## src/rtl/mmu_tlb_lock_arbiter.sv

```systemverilog
// N-channel TLB access lock with round-robin or fixed-priority arbitration,
// zero-gap owner handover, optional hold timeout and owner-selected lookup mux.
module mmu_tlb_lock_arbiter #(
    parameter int N_CHAN    = 2,
    parameter int ADDR_BITS = 48,
    parameter int PID_BITS  = 6,
    parameter int PRIO_MODE = 0,
    parameter int MAX_HOLD  = 0,
    parameter int CH_BITS   = (N_CHAN > 2) ? $clog2(N_CHAN) : 1
) (
    input  logic                          aclk,
    input  logic                          areset,
    input  logic [N_CHAN-1:0]             lock_req,
    input  logic [N_CHAN-1:0]             unlock,
    output logic [N_CHAN-1:0]             grant,
    output logic                          locked,
    output logic [CH_BITS-1:0]            owner,
    input  logic [N_CHAN*ADDR_BITS-1:0]   s_addr,
    input  logic [N_CHAN*PID_BITS-1:0]    s_pid,
    input  logic [N_CHAN-1:0]             s_wr,
    input  logic [N_CHAN-1:0]             s_strm,
    input  logic [N_CHAN-1:0]             s_valid,
    output logic [ADDR_BITS-1:0]          m_addr,
    output logic [PID_BITS-1:0]           m_pid,
    output logic                          m_wr,
    output logic                          m_strm,
    output logic                          m_valid,
    output logic                          timeout_irq,
    output logic [CH_BITS-1:0]            timeout_id
);

    localparam int HOLD_W = (MAX_HOLD > 1) ? $clog2(MAX_HOLD + 1) : 1;
    localparam logic [HOLD_W-1:0] HOLD_LAST = HOLD_W'((MAX_HOLD > 0) ? MAX_HOLD - 1 : 0);
    localparam logic [HOLD_W-1:0] HOLD_MAX  = HOLD_W'(MAX_HOLD);

    typedef enum logic {S_FREE, S_LOCKED} state_t;

    state_t              r_state, w_state_nxt;
    logic [CH_BITS-1:0]  r_owner, w_owner_nxt;
    logic [CH_BITS-1:0]  r_rr_ptr, w_rr_nxt;
    logic [CH_BITS-1:0]  r_timeout_id;
    logic [HOLD_W-1:0]   r_hold_cnt, w_hold_nxt;
    logic                r_irq;

    logic                w_own_unlock;
    logic                w_timeout;
    logic                w_release;
    logic                w_arb;
    logic                w_found;
    logic [N_CHAN-1:0]   w_cand;
    logic [CH_BITS-1:0]  w_pick;

    assign w_own_unlock = unlock[r_owner];
    // A same-cycle unlock wins over the timeout, so no interrupt is raised then.
    assign w_timeout    = (MAX_HOLD != 0) && (r_state == S_LOCKED) &&
                          (r_hold_cnt == HOLD_LAST) && !w_own_unlock;
    assign w_release    = (r_state == S_LOCKED) && (w_own_unlock || w_timeout);
    assign w_arb        = (r_state == S_FREE) || w_release;

    always_comb begin
        w_cand  = lock_req;
        w_found = 1'b0;
        w_pick  = '0;
        if (w_release) begin
            w_cand[r_owner] = 1'b0;
        end
        if (PRIO_MODE == 1) begin
            for (int i = 0; i < N_CHAN; i++) begin
                if (!w_found && w_cand[i]) begin
                    w_found = 1'b1;
                    w_pick  = CH_BITS'(i);
                end
            end
        end else begin
            for (int i = 0; i < N_CHAN; i++) begin
                if (!w_found && w_cand[(int'(r_rr_ptr) + i) % N_CHAN]) begin
                    w_found = 1'b1;
                    w_pick  = CH_BITS'((int'(r_rr_ptr) + i) % N_CHAN);
                end
            end
        end
    end

    always_comb begin
        w_state_nxt = r_state;
        w_owner_nxt = r_owner;
        w_rr_nxt    = r_rr_ptr;
        w_hold_nxt  = r_hold_cnt;
        if (w_arb && w_found) begin
            w_state_nxt = S_LOCKED;
            w_owner_nxt = w_pick;
            w_rr_nxt    = CH_BITS'((int'(w_pick) + 1) % N_CHAN);
            w_hold_nxt  = '0;
        end else if (w_release) begin
            w_state_nxt = S_FREE;
            w_hold_nxt  = '0;
        end else if ((r_state == S_LOCKED) && (r_hold_cnt != HOLD_MAX)) begin
            w_hold_nxt  = r_hold_cnt + 1'b1;
        end
    end

    always_ff @(posedge aclk) begin
        if (areset) begin
            r_state      <= S_FREE;
            r_owner      <= '0;
            r_rr_ptr     <= '0;
            r_hold_cnt   <= '0;
            r_irq        <= 1'b0;
            r_timeout_id <= '0;
        end else begin
            r_state    <= w_state_nxt;
            r_owner    <= w_owner_nxt;
            r_rr_ptr   <= w_rr_nxt;
            r_hold_cnt <= w_hold_nxt;
            r_irq      <= w_timeout;
            if (w_timeout) begin
                r_timeout_id <= r_owner;
            end
        end
    end

    assign locked      = (r_state == S_LOCKED);
    assign owner       = r_owner;
    assign timeout_irq = r_irq;
    assign timeout_id  = r_timeout_id;

    always_comb begin
        grant = '0;
        if (locked) begin
            grant[r_owner] = 1'b1;
        end
    end

    // Lookup mux follows the owner register; valid is gated so FREE issues nothing.
    assign m_addr  = s_addr[int'(r_owner)*ADDR_BITS +: ADDR_BITS];
    assign m_pid   = s_pid[int'(r_owner)*PID_BITS +: PID_BITS];
    assign m_wr    = s_wr[r_owner];
    assign m_strm  = s_strm[r_owner];
    assign m_valid = s_valid[r_owner] & locked;

endmodule
```

## config.mk

```make
export PLATFORM = sky130hd
export DESIGN_NAME = mmu_tlb_lock_arbiter
export DESIGN_NICKNAME = d
export VERILOG_FILES = /design/src/rtl/mmu_tlb_lock_arbiter.sv
export SDC_FILE = /design/constraint.sdc
export NUM_CORES = 1
export LEC_CHECK = 0
export BUFFER_PORTS_ARGS = -buffer_cell sky130_fd_sc_hd__buf_2
export CORE_AREA = 3 3 69 71
export DETAILED_ROUTE_END_ITERATION = 8
export DIE_AREA = 0 0 72 74
export MAX_ROUTING_LAYER = met4
export PLACE_DENSITY = 0.74
export SYNTH_ARGS = -nofsm -noshare
export SYNTH_HDL_FRONTEND = slang
export SYNTH_SLANG_ARGS = --single-unit
```

## constraint.sdc

```tcl
create_clock -name aclk -period 1.1 [get_ports aclk]
set_input_delay 0.22 -clock aclk [delete_from_list [all_inputs] [get_ports aclk]]
set_output_delay 0.22 -clock aclk [all_outputs]
set_load 0.05 [all_outputs]
```

==> insert_results.sql, run 1 <==
INSERT INTO impl_metrics (metric_group, metric, value, unit) VALUES
('clocking', 'cts-root-to-sink-buffers', '2', ''),
('power', 'clockPowerShare', '11.9', '%'),
('synth', 'synth_ff_type', 'sky130_fd_sc_hd__dfxtp_1', ''),
('synth', 'yosys.cell_count.top_type', 'sky130_fd_sc_hd__mux2_2', ''),
('synth', 'yosys-top-cells-count', '56 x sky130_fd_sc_hd__mux2_2, 6 x sky130_fd_sc_hd__buf_4, 3 x sky130_fd_sc_hd__dfxtp_1, 3 x sky130_fd_sc_hd__nand2b_1, 3 x sky130_fd_sc_hd__nor2b_1', ''),
('synth', 'synthesis.yosys.warnings', '0', ''),
('clocking', 'tritoncts', 'yes', ''),
('global_route', 'grt_util_all_layers', '16.2', '%'),
('floorplan', 'floorplan.die.height', '74', 'um'),
('worst_hold_path', 'min-delay-start', 'areset', ''),
('sta', 'grt_setup_unrepaired', 'yes', ''),
('clocking', 'cts_hold_repair.buffers', '0', ''),
('synth', 'synth_top_family_by_area', 'multiplexers', ''),
('critical_path', 'timing.critical_path.to_type', 'output pin', ''),
('floorplan', 'floorplan.rows', '24', ''),
('sta', 'worst_setup_margin', '-0.434', 'ns'),
('critical_path', 'reg2reg_slack', '-0.15', 'ns'),
('global_route', 'global_route_wire_length_before_repair', '6680', 'um'),
('power', 'p_seq_share', '5.4', '%'),
('power', 'vdd_drop_max', '0.000837', 'V'),
('finish', 'final_core_utilization', '60.8', '%'),
('synth', 'synth-seq-cells', '3', ''),
('power', 'leakage', '0.00143', 'uW'),
('finish', 'post_layout_nonfiller_instances', '324', ''),
('finish', 'n_antenna_cell', '0', ''),
('sta', 'timing_max_transition_violations_final', '0', ''),
('job', 'cap_viol_max_count', '0', ''),
('critical_path', 'worstRegToRegCells', '5', ''),
('finish', 'layout-drive-gt1-share', '95.2', '%'),
('floorplan', 'die_area', '5330', 'um2'),
('clocking', 'inserted_clock_buffers', '3', ''),
('critical_path', 'biggest_fanout_along_the_worst_timing_path', '13', ''),
('floorplan', 'core', '4290', 'um2'),
('status', 'violations', 'setup timing', ''),
('sta', 'worst_clock_skew', '0.00245', 'ns'),
('synth', 'synth-edff-count', '0', ''),
('power', 'power_switching', '1300', 'uW'),
('drt', 'routed-via-count', '1445', ''),
('status', 'run_status', 'finished with violations', ''),
('drt', 'route.antenna.remaining_nets', '0', ''),
('sta', 'clock.fmax', '652', 'MHz'),
('drt', 'detail_route.wl_per_cell', '15.6', 'um'),
('clocking', 'clock_sinks', '3', ''),
('sta', 'finalHoldViolCount', '0', ''),
('synth', 'synthAdderAreaFrac', '0', '%'),
('placed_design', 'place_hpwl', '3950', 'um'),
('placed_design', 'dp.cells', '316', ''),
('global_route', 'remaining_overflow_grt', '0', ''),
('synth', 'synth_simple_gate_area_share', '7.42', '%'),
('synth', 'synthesized_area', '911', 'um2'),
('drt', 'drt-total-wl', '5040', 'um'),
('critical_path', 'worst_ep_required_time', '0.88', 'ns'),
('finish', 'area_growth_syn_to_layout', '187', '%'),
('synth', 'synth_cells', '88', ''),
('power', 'pwr-share-comb', '82.7', '%'),
('power', 'cell_internal_pwr', '1380', 'uW'),
('floorplan', 'die_width', '72', 'um'),
('sta', 'finalSetupViolations', '63', ''),
('power', 'power.density', '1030', 'nW/um2'),
('floorplan', 'floorplan.initialDensity', '21.2', '%'),
('placed_design', 'portBuffers', '180', ''),
('synth', 'synth-seq-area-share', '6.59', '%'),
('critical_path', 'critical_path.reg2reg.startpoint', 'owner$_SDFFE_PP0P_', ''),
('synth', 'netlist.area_leader.share', '69.2', '%'),
('synth', 'synth.avg_cell_area', '10.4', 'um2'),
('sta', 'fin_crit', '1.53', 'ns'),
('synth', 'synth-async-reset-ratio', '0', '%'),
('drt', 'drt_pass1_iterations', '4', ''),
('critical_path', 'crit-reg2reg-capture', 'owner$_SDFFE_PP0P_', ''),
('placed_design', 'routabilityCongestion', '0.715', ''),
('clocking', 'cts-root-buf', 'sky130_fd_sc_hd__clkbuf_8', '');
## repair_timing
action,CTS,global route
endpoints found under the setup margin,64,63
pin swaps,0,1
cloned,0,2
buffers inserted,2,1
resized for setup,121,7
## how the worst max path moves through the flow
stage,start,to,slack (ns),cells after the start
2_1_floorplan,owner$_SDFFE_PP0P_,m_valid,-0.26,4
3_3_place_gp,owner$_SDFFE_PP0P_,m_addr[36],-0.24,3
3_5_place_dp,owner$_SDFFE_PP0P_,m_addr[14],-0.26,3
4_1_cts,owner$_SDFFE_PP0P_,m_valid,-0.48,4
5_1_grt,owner$_SDFFE_PP0P_,m_valid,-0.48,4
6_report,owner$_SDFFE_PP0P_,m_valid,-0.43,4
## metrics by stage
stage	TNS [ns]	cell area (um2)	hold WS (ns)
final	-24.15	2610	0.212
after global placement	-13.27	2100	0.435
after detailed placement	-13.93	2100	0.430
after CTS	-25.13	2530	0.205
after global routing	-26.50	2610	0.225
after floorplan	-15.09	1170	0.285
## cell type report
cell class              count  area, um2
repair buffers            188       1410
multi-input cells          77       1030
well taps                  52       65.1
flip-flops and latches      3       65.1
clock buffers               4       45.0
fillers                   355       1680
## metal layers
layer,share of wire [%],GRT usage (%),vias to the layer above,wire (um)
met4,0.58,3.13,0,29
met2,59,32.8,88,2980
met3,7.3,2.16,6,368
met1,33,16.5,659,1660
met5,0,-,-,0
li1,-,-,692,-
## placed cells by master, fill, tap and decap left out
cell,instances
sky130_fd_sc_hd__buf_2,120
sky130_fd_sc_hd__buf_6,59
sky130_fd_sc_hd__mux2_4,56
sky130_fd_sc_hd__clkbuf_8,3
sky130_fd_sc_hd__buf_4,3
sky130_fd_sc_hd__nor2b_4,2
sky130_fd_sc_hd__a21oi_1,2
sky130_fd_sc_hd__nand2b_1,2
sky130_fd_sc_hd__conb_1,2
sky130_fd_sc_hd__clkbuf_16,2
sky130_fd_sc_hd__buf_8,2
sky130_fd_sc_hd__buf_12,2
sky130_fd_sc_hd__mux2i_4,1
sky130_fd_sc_hd__and2_4,1
sky130_fd_sc_hd__nand2b_4,1
sky130_fd_sc_hd__nand2_2,1
sky130_fd_sc_hd__nand2_4,1
sky130_fd_sc_hd__nor2b_1,1
sky130_fd_sc_hd__o2bb2ai_2,1
sky130_fd_sc_hd__a311oi_2,1
sky130_fd_sc_hd__o22ai_1,1
sky130_fd_sc_hd__nor3_1,1
sky130_fd_sc_hd__a211oi_1,1
sky130_fd_sc_hd__nor2_1,1
sky130_fd_sc_hd__a31o_2,1
sky130_fd_sc_hd__dfxtp_1,1
sky130_fd_sc_hd__clkbuf_1,1
sky130_fd_sc_hd__dfxtp_2,1
sky130_fd_sc_hd__dfxtp_4,1
## worst max-delay path: stages (launching register included)
cell and delay [ns]:
sky130_fd_sc_hd__dfxtp_4 0.40, sky130_fd_sc_hd__buf_12 0.18, sky130_fd_sc_hd__mux2i_4 0.26, sky130_fd_sc_hd__nor2b_4 0.05
sky130_fd_sc_hd__buf_2 0.20
## power by group through the flow
stage / Combinational (uW) / Sequential [uW] / Clock, uW
6_report: 2220 / 144 / 319
5_1_grt: 2300 / 148 / 336
4_1_cts: 2160 / 139 / 329
3_5_place_dp: 1830 / 140 / 0
3_3_place_gp: 1810 / 139 / 0
2_1_floorplan: 1410 / 159 / 0
## logic make-up (layout without fill, tap and decap cells)
| kind of cell | count (synthesis) | after routing |
|---|---|---|
| flip-flops | 3 | 3 |
| AO/OA/AOI/OAI | 7 | 7 |
| multiplexers | 57 | 57 |
| other | 1 | 2 |
| AND/OR/NAND/NOR | 11 | 11 |
| buffers and inverters | 9 | 192 |
Note: power is estimated with default switching activity, not from simulation.
==> run 2, diff against run 1 <==
MAX_ROUTING_LAYER = not set   (was met4)
==> run 2 against run 1 <==
The flow still finishes with violations (setup timing). Clock-buffer cell count unchanged. Sequential power about the same. Maximum frequency about the same. Global-route usage down 0.52 points. Critical path type unchanged. Critical endpoint unchanged. Largest cell class unchanged.
==> insert_results.sql, run 2 (synthesis gave the netlist of run 1 again) <==
INSERT INTO impl_metrics (metric_group, metric, value, unit) VALUES
('critical_path', 'crit_chain', 'buf_12 > mux2i_4 > nor2b_4 > buf_2', ''),
('global_route', 'first_global_vias', '1357', ''),
('finish', 'final_nets', '393', ''),
('finish', 'layout-drive-gt1-share', '95.2', '%'),
('drt', 'drt_pass1_iterations', '4', ''),
('finish', 'design_area', '2610', 'um2'),
('sta', 'fin_crit', '1.53', 'ns'),
('floorplan', 'floorplan.die.height', '74', 'um'),
('critical_path', 'timing.critical_path.max_delay_family', 'flip-flops', ''),
('sta', 'final.period_utilization', '139', '%'),
('global_route', 'grt_max_degree', '30', ''),
('drt', 'detail_route.wl_per_cell', '15.6', 'um'),
('critical_path', 'biggest_fanout_along_the_worst_timing_path', '13', ''),
('sta', 'finalHoldViolCount', '0', ''),
('floorplan', 'floorplan.rows', '24', ''),
('critical_path', 'critical_path_arrival', '1.31', 'ns'),
('floorplan', 'core', '4290', 'um2'),
('finish', 'area_growth_syn_to_layout', '187', '%'),
('clocking', 'cts-root-to-sink-buffers', '2', ''),
('job', 'cap_viol_max_count', '0', ''),
('placed_design', 'place_hpwl', '3950', 'um'),
('clocking', 'cts-root-buf', 'sky130_fd_sc_hd__clkbuf_8', ''),
('floorplan', 'die_area', '5330', 'um2'),
('worst_hold_path', 'worst_hold_path_type', 'primary input to register', ''),
('sta', 'worst_clock_skew', '0.00240', 'ns'),
('clocking', 'cts_max_level', '1', ''),
('critical_path', 'timing.critical_path.to_type', 'output pin', ''),
('status', 'violations', 'setup timing', ''),
('power', 'power.density', '1030', 'nW/um2'),
('global_route', 'number_of_antenna_violations_at_the_first_check_in_global_routing', '0', ''),
('sta', 'timing_max_transition_violations_final', '0', ''),
('clocking', 'path_clk_slew', '0.03', 'ns'),
('sta', 'clock.fmax', '652', 'MHz'),
('global_route', 'global_route_wire_length_before_repair', '6670', 'um'),
('clocking', 'clock_sinks', '3', ''),
('placed_design', 'portBuffers', '180', ''),
('clocking', 'tritoncts', 'yes', ''),
('placed_design', 'routabilityCongestion', '0.707', ''),
('floorplan', 'floorplan.io_pins', '183', ''),
('global_route', 'remaining_overflow_grt', '0', ''),
('critical_path', 'worst_ep_required_time', '0.88', 'ns'),
('placed_design', 'placed_area', '2100', 'um2'),
('global_route', 'grt_util_all_layers', '15.6', '%'),
('critical_path', 'worstSetupPathType', 'register to output pin', ''),
('drt', 'routed-via-count', '1428', ''),
('clocking', 'inserted_clock_buffers', '3', ''),
('critical_path', 'critPathMaxStageDelay', '0.40', 'ns'),
('drt', 'first_iter_violations', '35', ''),
('finish', 'n_antenna_cell', '0', ''),
('sta', 'setup_tns', '-24.17', 'ns'),
('power', 'leakage', '0.00143', 'uW'),
('drt', 'route.antenna.remaining_nets', '0', ''),
('sta', 'finalSetupViolations', '63', ''),
('critical_path', 'crit_slowest_cell', 'sky130_fd_sc_hd__dfxtp_4', ''),
('finish', 'layout_common_cells', '120 x sky130_fd_sc_hd__buf_2, 59 x sky130_fd_sc_hd__buf_6, 56 x sky130_fd_sc_hd__mux2_4', ''),
('sta', 'grt_setup_unrepaired', 'yes', ''),
('drt', 'drc_markers', '0', ''),
('critical_path', 'worstSetupStartpointType', 'register', ''),
('critical_path', 'critPathBufInv', '2', ''),
('floorplan', 'die_width', '72', 'um'),
('finish', 'fillCellCount', '355', ''),
('drt', 'drt-total-wl', '5050', 'um'),
('sta', 'worst_setup_margin', '-0.433', 'ns'),
('drt', 'routed_via_density', '4.41', ''),
('power', 'vdd_drop_max', '0.000835', 'V'),
('finish', 'final_common_cell', 'sky130_fd_sc_hd__buf_2', ''),
('floorplan', 'floorplan.initialDensity', '21.2', '%'),
('clocking', 'clock_insertion_delay_worst_skew', '0.21', 'ns'),
('status', 'run_status', 'finished with violations', ''),
('placed_design', 'dp_worst_setup_slack', '-0.262', 'ns');
-- run 2: through the flow --
stage,util (%),std cells,total power (uW),hold WS (ns)
3_3_place_gp,48.8,316,1950,0.435
2_1_floorplan,-,89,1560,0.285
6_report,60.8,324,2680,0.212
4_1_cts,59.0,322,2630,0.205
3_5_place_dp,48.8,316,1970,0.430
5_1_grt,60.8,324,2780,0.225
-- run 2: repair_timing --
action | CTS | global route
gates cloned | 0 | 2
pin swaps | 0 | 1
setup buffers | 2 | 1
hold buffers | 0 | 0
setup endpoints to repair | 64 | 63
resized for setup | 121 | 7
hold endpoints to repair | 0 | 0
-- run 2: final timing paths --
path,start,end,slack [ns],depth (start not counted)
min reg2reg,register,register,0.56,1
min,areset,register,0.21,2
max,owner$_SDFFE_PP0P_,m_valid,-0.43,4
max reg2reg,owner$_SDFFE_PP0P_,owner$_SDFFE_PP0P_,-0.15,5
-- run 2: final cells by class --
cell class | instances | area [um2] | share of cell area [%]
clock buffers | 4 | 45.0 | 1.72
multi-input cells | 77 | 1030 | 39.4
flip-flops and latches | 3 | 65.1 | 2.49
well taps | 52 | 65.1 | 2.49
repair buffers | 188 | 1410 | 53.9
-- run 2: metal layers --
layer / global-route usage, % / routed length, um / share of wire [%]
met1: 16.2 / 1670 / 33
met2: 32.8 / 2970 / 59
met3: 2.43 / 368 / 7.3
met4: 3.13 / 31 / 0.61
met5: 0 / 0 / 0
-- run 2: where the power goes --
group,total (uW),internal (uW),switching (uW)
Combinational,2220,1010,1210
Clock,318,247,71.4
Sequential,144,121,22.3
==> run 3, diff against run 2 <==
RECOVER_POWER = 25   (was not set)
TNS_END_PERCENT = 30   (was not set)
==> run 3 against run 2 <==
The flow still finishes with violations (setup timing). Sequential power increased by 5%. Combinational power is essentially flat. Worst hold slack worse by 0.00090 ns. Via count up 2.5%. Maximum frequency decreased by 1.9%. Cell count decreased by 0.31%. Register-to-register slack lost 0.13 ns. Design area increased by 0.29%. Critical path type unchanged. Largest cell class unchanged. Highest routed layer unchanged.
==> insert_results.sql, run 3 (synthesis gave the netlist of run 1 again) <==
INSERT INTO impl_metrics (metric_group, metric, value, unit) VALUES
('clocking', 'cts_hold_repair.buffers', '0', ''),
('power', 'power.density', '1030', 'nW/um2'),
('finish', 'final_nets', '392', ''),
('power', 'fin_total_pwr', '2690', 'uW'),
('floorplan', 'die_area', '5330', 'um2'),
('drt', 'routed-via-count', '1463', ''),
('clocking', 'cts-root-to-sink-buffers', '2', ''),
('critical_path', 'biggest_fanout_along_the_worst_timing_path', '14', ''),
('finish', 'n_antenna_cell', '0', ''),
('critical_path', 'critPathBufInv', '2', ''),
('clocking', 'cts-root-buf', 'sky130_fd_sc_hd__clkbuf_8', ''),
('placed_design', 'dp_worst_setup_slack', '-0.279', 'ns'),
('power', 'leakage', '0.00143', 'uW'),
('drt', 'detail_route.wl_per_cell', '15.8', 'um'),
('clocking', 'clock_insertion_delay_worst_skew', '0.21', 'ns'),
('critical_path', 'worst_ep_required_time', '0.88', 'ns'),
('placed_design', 'place_hpwl', '3960', 'um'),
('floorplan', 'floorplan.rows', '24', ''),
('floorplan', 'die_width', '72', 'um'),
('global_route', 'remaining_overflow_grt', '0', ''),
('critical_path', 'critPathMaxStageDelay', '0.43', 'ns'),
('critical_path', 'worstRegToRegCells', '6', ''),
('placed_design', 'routabilityCongestion', '0.750', ''),
('critical_path', 'critical_path_arrival', '1.34', 'ns'),
('worst_hold_path', 'holdPathStages', '2', ''),
('global_route', 'grt_util_all_layers', '16.4', '%'),
('sta', 'timing_max_transition_violations_final', '0', ''),
('critical_path', 'reg2reg_slack', '-0.28', 'ns'),
('critical_path', 'critical_path.reg2reg.startpoint', 'owner$_SDFFE_PP0P_', ''),
('worst_hold_path', 'min-delay-start', 'areset', ''),
('floorplan', 'floorplan.io_pins', '183', ''),
('global_route', 'global_route_wire_length_before_repair', '6980', 'um'),
('placed_design', 'portBuffers', '180', ''),
('drt', 'routed_via_density', '4.53', ''),
('sta', 'final.period_utilization', '142', '%'),
('placed_design', 'placed_area', '2100', 'um2'),
('clocking', 'clock_sinks', '3', ''),
('status', 'run_status', 'finished with violations', ''),
('finish', 'layout-drive-gt1-share', '95.2', '%'),
('critical_path', 'timing.critical_path.to_type', 'output pin', ''),
('critical_path', 'crit_chain', 'clkbuf_16 > mux2_4 > buf_6', ''),
('critical_path', 'critPathLaunch', 'owner$_SDFFE_PP0P_', ''),
('clocking', 'cts_max_level', '1', ''),
('clocking', 'tritoncts', 'yes', ''),
('finish', 'area_growth_syn_to_layout', '187', '%'),
('global_route', 'first_global_vias', '1461', ''),
('sta', 'finalHoldViolCount', '0', ''),
('critical_path', 'worstSetupStartpointType', 'register', ''),
('drt', 'drt_pass1_iterations', '4', ''),
('floorplan', 'floorplan.die.height', '74', 'um'),
('drt', 'route.antenna.remaining_nets', '0', ''),
('finish', 'final_common_cell', 'sky130_fd_sc_hd__buf_2', ''),
('critical_path', 'crit-reg2reg-capture', 'owner$_SDFFE_PP0P_', ''),
('status', 'violations', 'setup timing', ''),
('global_route', 'number_of_antenna_violations_at_the_first_check_in_global_routing', '0', ''),
('sta', 'worst_setup_margin', '-0.464', 'ns'),
('finish', 'layout_common_cells', '120 x sky130_fd_sc_hd__buf_2, 60 x sky130_fd_sc_hd__buf_6, 56 x sky130_fd_sc_hd__mux2_4', ''),
('clocking', 'inserted_clock_buffers', '3', ''),
('finish', 'design_area', '2620', 'um2'),
('drt', 'first_iter_violations', '11', ''),
('critical_path', 'worstSetupPathType', 'register to output pin', ''),
('clocking', 'path_clk_slew', '0.03', 'ns'),
('sta', 'grt_setup_unrepaired', 'yes', ''),
('floorplan', 'floorplan.initialDensity', '21.2', '%'),
('job', 'cap_viol_max_count', '0', ''),
('sta', 'clock.fmax', '639', 'MHz'),
('critical_path', 'timing.critical_path.max_delay_family', 'flip-flops', ''),
('floorplan', 'core', '4290', 'um2'),
('drt', 'drt-total-wl', '5100', 'um'),
('drt', 'drc_markers', '0', ''),
('sta', 'finalSetupViolations', '63', ''),
('global_route', 'grt_max_degree', '32', ''),
('critical_path', 'crit_slowest_cell', 'sky130_fd_sc_hd__dfxtp_4', ''),
('sta', 'whs', '0.211', 'ns'),
('worst_hold_path', 'worst_hold_path_type', 'primary input to register', ''),
('power', 'vdd_drop_max', '0.000892', 'V'),
('sta', 'fin_crit', '1.56', 'ns'),
('sta', 'worst_clock_skew', '0.00158', 'ns');
run 3: cell types whose count changed in the layout (fill, tap and decap cells not counted), sizes merged:
cell,before,now
buf,186,185
run 3: stage by stage:
stage	instances	TNS, ns	util [%]
3_3_place_gp	315	-15.38	49.0
2_1_floorplan	89	-15.09	-
5_1_grt	323	-29.46	61.0
4_1_cts	319	-26.74	58.3
6_report	323	-26.89	61.0
3_5_place_dp	315	-15.72	49.0
run 3: metal layers:
layer | share of wire (%) | GRT usage (%) | wire, um
met4 | 0.53 | 3.34 | 27
met1 | 32 | 16.2 | 1620
met2 | 59 | 35.3 | 2990
met3 | 9.0 | 2.84 | 457
met5 | 0 | 0 | 0
run 3: layout make-up:
type                       count  area, um2
clock buffer                   4       45.0
multi-input combinational     77       1020
tap                           52       65.1
fill                         361       1680
timing repair buffer         187       1420
sequential                     3       65.1
run 3: how the worst max path moves through the flow:
stage                       to  slack [ns]  cells after the start
global route         m_addr[9]       -0.51                      3
global placement    m_addr[34]       -0.27                      3
floorplan              m_valid       -0.26                      4
detailed placement  m_addr[34]       -0.28                      3
CTS                 m_addr[34]       -0.49                      3
finish               m_addr[9]       -0.46                      3
run 3: where the power goes:
group	internal, uW	switching [uW]	total [uW]
clock	247	72.1	319
combinational	1010	1200	2220
sequential	121	30.1	151
run 3: worst reg2reg max path, stage by stage (launching register included):
cell                        delay [ns]
sky130_fd_sc_hd__dfxtp_4          0.43
sky130_fd_sc_hd__clkbuf_16        0.22
sky130_fd_sc_hd__buf_6            0.12
sky130_fd_sc_hd__buf_6            0.10
sky130_fd_sc_hd__nand2b_4         0.12
sky130_fd_sc_hd__nand2_2          0.06
sky130_fd_sc_hd__a31o_2           0.21
run 3: timing repair:
| action | 4_1_cts | 5_1_grt |
|---|---|---|
| pin swaps | 0 | 3 |
| endpoints found under the setup margin | 64 | 64 |
| buffers inserted | 0 | 2 |
| hold endpoints to repair | 0 | 0 |
| gates resized for setup | 114 | 12 |
| cloned | 0 | 2 |
